$ cat config.mk
export PLATFORM = sky130hd
export DESIGN_NAME = stopwatch_ctrl
export DESIGN_NICKNAME = d
export VERILOG_FILES = /design/src/rtl/stopwatch_ctrl.sv
export SDC_FILE = /design/constraint.sdc
export NUM_CORES = 1
export LEC_CHECK = 0
export ABC_CLOCK_PERIOD_IN_PS = 2800
export BUFFER_PORTS_ARGS = -buffer_cell sky130_fd_sc_hd__buf_2
export CAP_MARGIN = 20
export CORE_ASPECT_RATIO = 0.5
export CORE_UTILIZATION = 57
export DETAILED_ROUTE_END_ITERATION = 7
export MAX_ROUTING_LAYER = met4
export PLACE_DENSITY = 0.83
export SLEW_MARGIN = 20
export SYNTH_ARGS = -nofsm -noshare
export SYNTH_HDL_FRONTEND = slang
export SYNTH_SLANG_ARGS = --single-unit
$ cat constraint.sdc
create_clock -name clk -period 2.8 [get_ports clk]
set_clock_uncertainty 0.1 [all_clocks]
set_input_delay 0.28 -clock clk [delete_from_list [all_inputs] [get_ports clk]]
set_output_delay 0.28 -clock clk [all_outputs]
set_load 0.02 [all_outputs]
$ cat src/rtl/stopwatch_ctrl.sv
// stopwatch_ctrl: sequencing controller for a two-digit BCD stopwatch counter chain.
// Converts start/stop, clear and lap pulses into a prescaled count enable and a
// clear strobe, and keeps a lap-freezable registered copy of the digits.
// Build option: define STOPWATCH_WRAP_EN to let the chain wrap 99->00 (flagging
// overflow) instead of saturating at 99 in the FULL state.
module stopwatch_ctrl #(
  parameter int unsigned TICK_DIV = 12000000,
  parameter int unsigned DIV_W    = 24
) (
  input  logic       clk,
  input  logic       reset,
  input  logic       start_stop,
  input  logic       clear,
  input  logic       lap,
  input  logic [3:0] digit_1_in,
  input  logic [3:0] digit_10_in,
  input  logic       carry_in,
  output logic       count_en,
  output logic       count_clr,
  output logic [3:0] disp_1,
  output logic [3:0] disp_10,
  output logic       running,
  output logic       lap_hold,
  output logic       overflow
);

  localparam int unsigned DIG_W = 4;
  localparam logic [DIV_W-1:0] TICK_LAST = DIV_W'(TICK_DIV - 1);

  typedef enum logic [1:0] {
    IDLE  = 2'd0,
    RUN   = 2'd1,
    PAUSE = 2'd2,
    FULL  = 2'd3
  } state_t;

  state_t             state, state_nxt;
  logic [DIV_W-1:0]   presc, presc_nxt;
  logic [DIG_W-1:0]   hold_1, hold_1_nxt;
  logic [DIG_W-1:0]   hold_10, hold_10_nxt;
  logic [DIG_W-1:0]   disp_1_nxt, disp_10_nxt;
  logic               count_en_nxt, count_clr_nxt, running_nxt;
  logic               lap_hold_nxt, overflow_nxt;
  logic               tick_due;
  logic               sat_hit;

  // A tick is due on the last prescaler count while running.
  assign tick_due = (state == RUN) && (presc == TICK_LAST);

`ifdef STOPWATCH_WRAP_EN
  // Wrap mode: the chain handles 99->00 itself, never saturate.
  assign sat_hit = 1'b0;
`else
  // Saturate mode: a due tick at 99 parks the stopwatch instead of counting.
  logic carry_unused;
  assign carry_unused = carry_in;
  assign sat_hit = tick_due && (digit_1_in == DIG_W'(9)) && (digit_10_in == DIG_W'(9));
`endif

  // Next-state and next-output logic; clear > start_stop > lap.
  always_comb begin
    state_nxt     = state;
    presc_nxt     = presc;
    count_en_nxt  = 1'b0;
    count_clr_nxt = 1'b0;
    lap_hold_nxt  = lap_hold;
    overflow_nxt  = overflow;
    hold_1_nxt    = hold_1;
    hold_10_nxt   = hold_10;

    // Prescaler advances in RUN, holds in PAUSE so a resumed run keeps its fraction.
    case (state)
      RUN:     presc_nxt = tick_due ? '0 : presc + DIV_W'(1);
      PAUSE:   presc_nxt = presc;
      default: presc_nxt = '0;
    endcase

`ifdef STOPWATCH_WRAP_EN
    if (count_en && carry_in) overflow_nxt = 1'b1;
`endif

    if (clear) begin
      state_nxt     = IDLE;
      presc_nxt     = '0;
      count_clr_nxt = 1'b1;
      lap_hold_nxt  = 1'b0;
      overflow_nxt  = 1'b0;
    end else if (sat_hit) begin
      state_nxt    = FULL;
      presc_nxt    = '0;
      overflow_nxt = 1'b1;
    end else begin
      count_en_nxt = tick_due;
      if (start_stop) begin
        case (state)
          IDLE:    state_nxt = RUN;
          RUN:     state_nxt = PAUSE;
          PAUSE:   state_nxt = RUN;
          default: state_nxt = state;
        endcase
      end else if (lap && (state == RUN || state == PAUSE)) begin
        if (lap_hold) begin
          lap_hold_nxt = 1'b0;
        end else begin
          lap_hold_nxt = 1'b1;
          hold_1_nxt   = digit_1_in;
          hold_10_nxt  = digit_10_in;
        end
      end
    end

    running_nxt = (state_nxt == RUN);
    disp_1_nxt  = lap_hold_nxt ? hold_1_nxt  : digit_1_in;
    disp_10_nxt = lap_hold_nxt ? hold_10_nxt : digit_10_in;
  end

  // State and registered outputs.
  always_ff @(posedge clk or negedge reset) begin
    if (!reset) begin
      state     <= IDLE;
      presc     <= '0;
      count_en  <= 1'b0;
      count_clr <= 1'b0;
      running   <= 1'b0;
      lap_hold  <= 1'b0;
      overflow  <= 1'b0;
      hold_1    <= '0;
      hold_10   <= '0;
      disp_1    <= '0;
      disp_10   <= '0;
    end else begin
      state     <= state_nxt;
      presc     <= presc_nxt;
      count_en  <= count_en_nxt;
      count_clr <= count_clr_nxt;
      running   <= running_nxt;
      lap_hold  <= lap_hold_nxt;
      overflow  <= overflow_nxt;
      hold_1    <= hold_1_nxt;
      hold_10   <= hold_10_nxt;
      disp_1    <= disp_1_nxt;
      disp_10   <= disp_10_nxt;
    end
  end

endmodule

==> flow_summary.ini <==
[floorplan]
dieHeight_um = 47.1
floorplan.initialDensity_pct = 63.3
die_w_um = 92.1
floorplan.core_area_sq_mm = 0.00366
placementRows = 15
floorplan.die_area_sq_mm = 0.00434
floorplan.io_pins = 27

[critical_path]
cp.buffers_inverters = 1
type_of_the_setup_path_with_the_least_slack = reg2reg
crit_path_max_fanout = 9
critPathRequiredTime_ps = 2890
timing.critical_path.max_delay_family = simple AND/OR/NAND/NOR gates
critical_path.startpoint_type = flip-flop
cp-end-kind = flip-flop
critical_path.slowest_cell = sky130_fd_sc_hd__a211o_1
timing.critical_path.cells = inv_1 > ha_1 > nand4b_1 > nor4b_4 > nand4_2 > a211o_1 > mux2_4
critical_path_arrival_ps = 2650
cp_slowest_stage_delay_ps = 520
reg2reg_setup_slack_ps = 240

[timing]
timing.final.crit_period_ps = 2560
final_hold_viol_count = 0
timing.setup.tns_ps = 0
worst-slew-pin-transition_ps = 572
clock.fmax_mhz = 391
relSlewSlack_pct = 61.9
rsz0062_at_grt = no
timing.final.crit_share_pct = 91.4
setup_viol = 0
final_max_slew_viol_count = 0

[power]
static-leakage-power_nw = 1.12
power.combinational.fraction_pct = 10.8
pwr-share-seq_pct = 54.1
max-vdd-ir-drop_v = 0.000399
pwr-share-clk_pct = 35.1
pwr_dens_mw_per_mm2 = 537
power.switching_mw = 0.345
power.share.switching_pct = 24.4
totalPowerFinal_mw = 1.42
intPower_mw = 1.07

[synthesis]
synth-seq-cells = 47
syn-num-nets = 231
avgSynthCellArea_sq_um = 10.8
synthTopCellsByCount = sky130_fd_sc_hd__dfrtp_1 (47), sky130_fd_sc_hd__nor2_1 (20), sky130_fd_sc_hd__nand3_1 (15)
synth.yosys.warnings = 0
netlist_instances = 214
mappedNetlistArea_sq_mm = 0.00232
synth_ff_type = sky130_fd_sc_hd__dfrtp_1
ys_async_sr_fraction_pct = 100
ys_top_cells_by_area = sky130_fd_sc_hd__dfrtp_1 (51%), sky130_fd_sc_hd__mux2_4 (5.2%), sky130_fd_sc_hd__mux2_2 (3.9%)
synth-edff-count = 0
ys_types = 43
synth_most_common_cell = sky130_fd_sc_hd__dfrtp_1
ys_seq_area_share_pct = 50.8
post-synth-top-area-fraction_pct = 50.8
synth_area_leader_cell = sky130_fd_sc_hd__dfrtp_1

[clock_tree]
clock_tree.root_cell = sky130_fd_sc_hd__clkbuf_8
insertion_delay_ps = 300
postCtsSetupRepairBufs = 0
tritoncts.num_buffers = 5
max-clock-path-buffers = 2
number_of_sinks_driven_by_the_clock_tree = 47
post_cts_resized = 0
htreeDepth = 2
clkSlewWorstSetupHoldPaths_ps = 90
cts_tree = done
cts_hold_buffers = 0

[placement]
placement.io_buffers = 25
dp_hpwl_um = 3260
post_dp_cell_area_sq_mm = 0.00251
routabilityCongestion = 0.818

[layout]
multi_input_area_sq_mm = 0.00107
drive_above_1_share_pct = 26.0
syn_to_final_growth_pct = 13.9
n_fill_cell = 243
antenna_cells_inserted = 0
finalInstanceArea_sq_mm = 0.00264
final_stage_net_count = 262
ff_latch_area_sq_mm = 0.00118

[global_routing]
antenna_found_initial = 0
grt_first_pass_wirelength_um = 7780
grtUsageTotal_pct = 25.9
leftover_overflow_at_the_end_of_global_routing = 0
grt_start_max_net_pins = 48
first_global_vias = 1637

[routing]
routed_wire_length_per_instance_um = 16.3
drt.antenna.violating_nets = 0
totalWireLength_um = 4830
drc = 0
route.vias.total = 1759
vias_per_cell = 5.92
number_of_violations_reported_at_the_end_of_detailed_routing_iteration_0 = 160
drt_pre_antenna_iters = 4

[min_path]
class_of_the_tightest_hold_or_removal_check = in2reg

[job]
max_cap_viol_count = 0

[outcome]
outcome = complete, no violations
## flip-flops by register name, summed over array words and instances, names as in the netlist
| register | count |
|---|---|
| state | 2 |
| disp_1 | 4 |
| count_clr | 1 |
| hold_10 | 4 |
| hold_1 | 4 |
| disp_10 | 4 |
| overflow | 1 |
| presc | 24 |
| lap_hold | 1 |
| running | 1 |
| count_en | 1 |
## stage by stage
stage | hold WS (ps) | instances | worst slack (ps) | util [%]
after global placement | 382 | 288 | 398 | 68.7
after CTS | 81.8 | 296 | 276 | 71.8
after global routing | 106 | 297 | 149 | 72.1
final | 115 | 297 | 242 | 72.1
after floorplan | -116 | 214 | 586 | -
after detailed placement | 398 | 288 | 292 | 68.7
## power groups by stage
stage / clock network, mW / registers (mW) / logic, mW
2_1_floorplan: 0 / 0.780 / 0.0843
3_3_place_gp: 0 / 0.768 / 0.143
3_5_place_dp: 0 / 0.779 / 0.151
4_1_cts: 0.507 / 0.765 / 0.153
5_1_grt: 0.531 / 0.772 / 0.165
6_report: 0.498 / 0.766 / 0.153
## layout by cell type (no fill, tap or decap), types with 7 or more instances in the layout
cell / netlist / routed
sky130_fd_sc_hd__xor2_1: 7 / 7
sky130_fd_sc_hd__buf_2: 2 / 24
sky130_fd_sc_hd__nor2_1: 20 / 20
sky130_fd_sc_hd__nor3_1: 7 / 7
sky130_fd_sc_hd__xnor2_1: 7 / 7
sky130_fd_sc_hd__nor4_1: 7 / 7
sky130_fd_sc_hd__a21oi_1: 12 / 12
sky130_fd_sc_hd__dfrtp_1: 47 / 47
sky130_fd_sc_hd__buf_4: 0 / 8
sky130_fd_sc_hd__nand2_1: 12 / 12
sky130_fd_sc_hd__nand4_1: 9 / 9
sky130_fd_sc_hd__mux2_2: 8 / 8
sky130_fd_sc_hd__mux2_4: 8 / 8
sky130_fd_sc_hd__nand3_1: 15 / 15
## per-layer routing
layer	wire length, um	GRT usage (%)	share of wire, %	vias to the layer above
li1	-	-	-	830
met1	2150	31.4	44	856
met2	2270	43.1	47	65
met3	340	6.47	7.0	8
met4	67	10.9	1.4	0
met5	0	-	0	-
## area by class of cell
class | count | area share [%]
Clock buffer | 5 | 2.61
Clock inverter | 3 | 1.66
Inverter | 6 | 0.853
Multi-Input combinational cell | 152 | 40.7
Sequential cell | 47 | 44.6
Tap cell | 51 | 2.42
Timing Repair Buffer | 33 | 7.21
## kinds of logic (layout without fill, tap and decap cells)
kind of cell             Yosys count  in the layout  synth area share [%]
AND/OR/NAND/NOR                   92             92                  22.8
XOR/XNOR                          14             14                  5.29
multiplexers                      19             19                  10.4
flip-flops                        47             47                  50.8
buffers and inverters             15             47                  2.86
adder cells (fa/ha/maj)            3              3                  1.62
AO/OA/AOI/OAI                     24             24                  6.27
## path summary, 6_finish.rpt
| check | startpoint | to | cells after the start |
|---|---|---|---|
| max | state[1] | disp_1[1] | 7 |
| min | clear | count_clr | 1 |
| max reg2reg | state[1] | disp_1[1] | 7 |
| min reg2reg | hold_1[0] | disp_1[0] | 1 |
| max in group asynchronous | reset | presc[2] | 2 |
| min in group asynchronous | reset | presc[18] | 2 |
No activity file was read; power rests on OpenSTA's default activity.
